[src/rtl/merge_arbiter_pkg.sv]
// Shared constants for the 2:1 write-back merge arbiter.
// Source tags name which producer a merged word came from.
package merge_arbiter_pkg;

  localparam int   DATA_W_DFLT = 16;
  localparam logic SRC_IN0     = 1'b0;
  localparam logic SRC_IN1     = 1'b1;

endpackage

[src/rtl/merge_arbiter.sv]
// Round-robin 2:1 merge onto the write-back bus.
// One-entry registered holding stage with a source tag per word.
module merge_arbiter
  import merge_arbiter_pkg::*;
#(
  parameter int DATA_W = DATA_W_DFLT
) (
  input  logic              clk,
  input  logic              rst_n,
  input  logic              en,
  input  logic [DATA_W-1:0] in0_data,
  input  logic              in0_valid,
  output logic              in0_ready,
  input  logic [DATA_W-1:0] in1_data,
  input  logic              in1_valid,
  output logic              in1_ready,
  output logic [DATA_W-1:0] out_data,
  output logic              out_src,
  output logic              out_valid,
  input  logic              out_ready
);

  logic              r_valid;
  logic              r_src;
  logic              r_last;
  logic [DATA_W-1:0] r_data;

  logic w_free;
  logic w_open;
  logic w_g0;
  logic w_g1;

  // rst_n gates the grant so nothing is offered while reset is held
  always_comb begin
    w_free = ~r_valid | out_ready;
    w_open = en & rst_n & w_free;
    w_g0   = 1'b0;
    w_g1   = 1'b0;
    if (w_open) begin
      unique case (1'b1)
        in0_valid & in1_valid: begin
          w_g0 = (r_last == SRC_IN1);
          w_g1 = (r_last == SRC_IN0);
        end
        in0_valid & ~in1_valid: w_g0 = 1'b1;
        ~in0_valid & in1_valid: w_g1 = 1'b1;
        default: begin
          w_g0 = 1'b0;
          w_g1 = 1'b0;
        end
      endcase
    end
  end

  always_ff @(posedge clk or negedge rst_n) begin
    if (!rst_n) begin
      r_valid <= 1'b0;
      r_data  <= '0;
      r_src   <= SRC_IN0;
      r_last  <= SRC_IN1;
    end else if (w_g0 | w_g1) begin
      r_valid <= 1'b1;
      r_data  <= w_g1 ? in1_data : in0_data;
      r_src   <= w_g1 ? SRC_IN1 : SRC_IN0;
      r_last  <= w_g1 ? SRC_IN1 : SRC_IN0;
    end else if (out_ready) begin
      r_valid <= 1'b0;
    end
  end

  assign in0_ready = w_g0;
  assign in1_ready = w_g1;
  assign out_data  = r_data;
  assign out_src   = r_src;
  assign out_valid = r_valid;

endmodule

[config.mk]
export PLATFORM = sky130hd
export DESIGN_NAME = merge_arbiter
export DESIGN_NICKNAME = d
export VERILOG_FILES = /design/src/rtl/merge_arbiter_pkg.sv /design/src/rtl/merge_arbiter.sv
export SDC_FILE = /design/constraint.sdc
export NUM_CORES = 1
export LEC_CHECK = 0
export ABC_AREA = 1
export BUFFER_PORTS_ARGS = -buffer_cell sky130_fd_sc_hd__buf_2
export CAP_MARGIN = 20
export CORE_ASPECT_RATIO = 0.9
export CORE_UTILIZATION = 40
export DETAILED_ROUTE_END_ITERATION = 12
export PLACE_DENSITY = 0.69
export SLEW_MARGIN = 20
export SYNTH_ARGS = -nofsm -noshare
export SYNTH_HDL_FRONTEND = slang
export SYNTH_SLANG_ARGS = --single-unit
[constraint.sdc]
create_clock -name clk -period 1.59 [get_ports clk]
set_input_delay 0.159 -clock clk [delete_from_list [all_inputs] [get_ports clk]]
set_output_delay 0.159 -clock clk [all_outputs]
set_load 0.005 [all_outputs]
==> results of run 1 <==
-- cells in the mapped netlist (all sizes together) --
cell type / count
dfrtp: 18
nand3: 50
o21ai: 1
dfstp: 1
nand2: 42
buf: 7
a21oi: 2
inv: 38
-- power breakdown --
group	switching [mW]	internal (mW)	total, mW
Clock	0.145	0.0935	0.238
Sequential	0.0769	0.615	0.692
Combinational	0.249	0.236	0.486
Total	0.471	0.944	1.42
-- area by class of cell --
class | count | area share, %
Inverter | 38 | 9.040
Sequential cell | 19 | 30.21
Clock inverter | 1 | 0.3172
Clock buffer | 3 | 1.427
Tap cell | 40 | 3.172
Multi-Input combinational cell | 96 | 31.09
Timing Repair Buffer | 69 | 24.74
-- what timing repair did --
item                                   CTS  global route
endpoints found under the hold margin   18             0
cloned                                   0             1
setup endpoints to repair                2             2
hold buffers                             1             0
gates resized for setup                  1             0
pin swaps                                2             2
buffers inserted                         3             3
-- critical path: cells and delay by family, from the launching register on --
kind,cells,cell delay [ps]
buffers and inverters,3,260
flip-flops,1,550
AND/OR/NAND/NOR,3,300
-- state kept, by name (all words and copies together), names as in the netlist --
register   cells
out_data      16
out_src        1
out_valid      1
r_last         1
-- metal layers --
| layer | wire [microns] | part of all wire (%) | vias up | global-route usage, % |
|---|---|---|---|---|
| li1 | - | - | 624 | - |
| met1 | 1240 | 45 | 586 | 25.19 |
| met2 | 1429 | 51 | 31 | 31.42 |
| met3 | 97 | 3.5 | 2 | 1.467 |
| met4 | 12 | 0.43 | 0 | 4.762 |
| met5 | 0 | 0 | - | 0 |
-- how the worst min path moves through the flow --
stage / cells past startpoint / slack, ps / endpoint
2_1_floorplan: 0 / -140 / out_data[0]
3_3_place_gp: 2 / 150 / out_src
3_5_place_dp: 2 / 160 / out_valid
4_1_cts: 5 / 160 / out_data[13]
5_1_grt: 5 / 170 / out_data[14]
6_report: 5 / 160 / out_data[9]
-- per-stage QoR --
stage | instance area, sq um | setup TNS [ps] | instances
after global routing | 1578 | -67.74 | 266
after global placement | 1463 | 0 | 254
final | 1578 | 0 | 266
after CTS | 1544 | -20.42 | 262
after floorplan | 1151 | 0 | 159
after detailed placement | 1463 | 0 | 254
-- placed cells by master, fill, tap and decap left out, drive strengths merged --
cell type,netlist,layout
buf,7,68
nand3,50,50
nand2,42,43
inv,38,38
dfrtp,18,18
clkbuf,0,3
a21oi,2,2
o21ai,1,1
clkinv,0,1
dlygate4sd3,0,1
dfstp,1,1
-- cell families (layout without fill, tap and decap cells) --
group                  count (synthesis)  after routing  share of synthesized area (%)
DFF                                   19             19                          41.41
AOI/OAI and AO/OA                      3              3                          3.260
and+or+nand+nor                       92             93                          37.61
buffers and inverters                 45            111                          17.72
==> metrics.cfg, run 1 <==
[setup_path]
r2r_slack_ps=190
required_ps=1430
worstSetupPathType=reg2out
cp-endpoint=in1_ready
worstPathMaxFanout=18
start_kind=flip-flop
crit_arrival_ps=1390
r2r-start=out_valid
slowest_stage=dfstp_2
crit_path_start=r_last
path_cells=nand2_1 > nand2_2 > inv_2 > nand2_8 > inv_1 > buf_2
r2r-end=out_data[6]
endpoint_kind=output port
max_stage_delay_ps=550
r2r_cells=7

[power]
peakVddDrop_mv=0.4950
leakage_nw=1.015
powerDensity_mw_per_mm2=897.3
power_mw=1.416

[die]
num_rows=18
core_sq_mm=0.002748
initial_utilization_pct=41.89
fp.dieW_microns=58.55
dieArea_sq_mm=0.003096
pin_count=58
die_h_microns=52.89

[clocking]
clock_latency_ps=290
clk_pin_slew_ps=110
cts_buffers=3
cts_sinks=19
cts_max_level=1
clock_path_buffers=2
cts_tree=built
cts-root-buf=clkbuf_4

[yosys]
synth_top_area_share_pct=39.13
syn_area_sq_mm=0.001151
ys_ff_latch=19
syn_nets=197
yosysSeqAreaShare_pct=41.41
yosys.area.top_type=dfrtp_1
syn_avg_cell_area_sq_um=7.240
synthTopCellsByArea=dfrtp_1 39%, nand3_1 21%, nand2_1 13%, inv_1 12%, buf_6 2.9%
synth_cell_type_count=14
yosys_warnings=0
synth_cells=159

[final_layout]
final_util_pct=57.42
post_route_cells_drive_above_1_share_pct=36.28
num-nets-final=265
ff_latch_area_sq_um=476.7
multi_input_area_sq_um=490.5
diodes=0
syn2layout_area_growth_pct=37.06
n_fill_cell=297

[global_routing]
grt_max_degree=37
grt_pass1_wl_mm=4.374
antenna_found_initial=0
grt_pass1_vias=982
track_usage_pct=18.40
gr-total-overflow=0

[placement]
port-buffer-count=57
dp_hpwl_mm=2.010
dp_slack_ps=160.2
gp_congestion=0.7252

[route]
viasPerCell=4.673
initialDrtViolationCount=19
totalWireLength_mm=2.780
drt-pass1-iter-count=4
ant_nets=0
vias=1243
wl_per_cell_microns=10.45
post-route-drc-count=0

[sta]
tightest_slew_ps=241.2
period_needed_ps=1552
timing.fmax_mhz=644.5
worst_slack_ps=38.43
maxSlewHeadroom_pct=83.92
maxSlewViolCount=0
grt_setup_unrepaired=true
finClkSkew_ps=2.518
fin_crit_sh_pct=97.58
hold_viol_final=0
whs_ps=157.6
setup_viol_count_final=0

[run_status]
status=completed

[flow_run]
max-cap-violations=0

[hold_path]
hold_start=in0_data[9]
min_path_type=in2reg

Power figures use the tool's default switching activity.
==> inputs of run 2 (changes only) <==
ABC_AREA = unset   (was 1)
==> run 2 against run 1 <==
The run now ends with design-rule violations left. Worst setup slack improved by 100 ps. Largest cell class unchanged. Sequential cell count did not move. Sequential share of layout area rose by 3.0 points.
==> metrics.cfg, run 2 <==
[run_status]
status=finished, violations left
violations=design-rule violations

[flow_run]
max-cap-violations=0

[yosys]
syn_area_sq_mm=0.001095
synth_cell_type_count=23
yosysMostFrequentCell=dfrtp_1
syn_avg_cell_area_sq_um=14.41
synth_cells=76
ys_ff_latch=19
yosys.area.top_type=dfrtp_1
yosysSeqAreaShare_pct=43.54
synth_ff_type=dfrtp_1
synth_top_area_share_pct=41.14
yosys_warnings=0
syn_nets=114
synth_edf_count=0
synth.cells.most_frequent=18 x dfrtp_1, 10 x a2bb2oi_2, 10 x o32ai_2
async_flop_share_pct=100.0
synthTopCellsByArea=dfrtp_1 41%, o32ai_2 15%, a2bb2oi_2 14%, a2bb2oi_1 4.8%, o32ai_1 4.8%

[global_routing]
antenna_found_initial=0
met3_usage_pct=3.234
track_usage_pct=18.45
grt_pass1_vias=862
grt_pass1_wl_mm=4.071
grt_max_degree=17
gr-total-overflow=0
grt_most_used_layer=met2
grtUsageMet2_pct=29.02
met1_usage_pct=25.40

[route]
totalWireLength_mm=2.575
viasPerCell=5.579
vias=915
post-route-drc-count=8
drt-pass1-iter-count=8
wl_per_cell_microns=15.70
initialDrtViolationCount=35
ant_nets=0

[hold_path]
min_path_type=in2reg

[sta]
maxSlewViolCount=0
period_needed_ps=1447
finClkSkew_ps=3.302
hold_viol_final=0
tightest_slew_ps=423.1
worst_slack_ps=142.7
setup-tns-final_ps=0
grt_setup_unrepaired=false
timing.fmax_mhz=691.0
whs_ps=154.0
maxSlewHeadroom_pct=71.70
fin_crit_sh_pct=91.02
setup_viol_count_final=0

[final_layout]
layoutNonFillerInstCount=164
final_common_cell=buf_2
syn2layout_area_growth_pct=31.09
largest_reg_flops=16
final_util_pct=56.70
design_area_sq_mm=0.001435
num-nets-final=175
diodes=0
most-common-layout-cells=57 x buf_2, 18 x dfrtp_1, 10 x o32ai_2, 10 x a2bb2oi_2
post_route_cells_drive_above_1_share_pct=68.38

[placement]
gp_congestion=0.7119
place_area_sq_mm=0.001385
dp_hpwl_mm=1.820
port-buffer-count=57
dp_slack_ps=-56.89
place_inst=158

[die]
fp.dieW_microns=57.15
core_sq_mm=0.002531
die_h_microns=51.63
pin_count=58
dieArea_sq_mm=0.002950
num_rows=17
initial_utilization_pct=43.25

[clocking]
cts_max_level=1
clock_path_buffers=2
cts_tree=built
cts-root-buf=clkbuf_4
cts_sinks=19
cts_buffers=3
clk_pin_slew_ps=110
clock_latency_ps=300

[power]
power_mw=1.440
powerDensity_mw_per_mm2=1003
leakage_nw=0.6351
peakVddDrop_mv=0.4951

[setup_path]
worstPathMaxFanout=4
worstSetupPathType=reg2out
start_kind=flip-flop
endpoint_kind=output port
crit_arrival_ps=1290
required_ps=1430

run 2: worst max-delay path, stage by stage (launching register included):
cell	delay (ps)
dfstp_2	600
nor2b_4	50
nand2b_1	150
nor2_1	80
buf_2	110
run 2: final cells by class:
| cell class | count | area [sq um] |
|---|---|---|
| multi-input combinational | 49 | 546.8 |
| clock buffer | 3 | 22.52 |
| clock inverter | 1 | 5.005 |
| inverter | 1 | 3.754 |
| fill | 220 | 1096 |
| timing repair buffer | 63 | 345.3 |
| tap | 28 | 35.03 |
| sequential | 19 | 476.7 |
run 2: per-layer routing:
layer	routed length, microns	part of all wire, %	vias up
met2	1161	45	38
li1	-	-	432
met4	27	1.0	0
met3	169	6.6	4
met1	1216	47	441
met5	0	0	-
run 2: path summary, 6_finish.rpt:
kind / startpoint / depth (start not counted) / to / slack, ps
hold reg to reg: out_src / 1 / out_src / 520
max in group asynchronous: rst_n / 3 / out_data[11] / 740
setup / recovery: r_last / 4 / in0_ready / 140
setup reg to reg: r_last / 4 / out_data[2] / 250
hold / removal: in1_data[11] / 3 / out_data[11] / 150
min in group asynchronous: rst_n / 2 / out_data[1] / 350
run 2: power breakdown:
group / leakage, nW / switching [mW] / total, mW / internal [mW]
combinational: 0.410 / 0.222 / 0.521 / 0.299
clock: 0.0177 / 0.159 / 0.252 / 0.0939
sequential: 0.208 / 0.0744 / 0.667 / 0.593
run 2: kinds of logic after synthesis:
logic type	Yosys count	share of synthesized area, %
AOI/OAI and AO/OA	36	41.14
DFF	19	43.54
and+or+nand+nor	13	8.115
buffers and inverters	8	7.199
run 2: repair_timing:
item / 4_1_cts / 5_1_grt
hold buffers: 1 / 0
setup endpoints to repair: 1 / 0
buffers inserted: 1 / 0
gates resized for setup: 1 / 0
hold endpoints to repair: 19 / 0
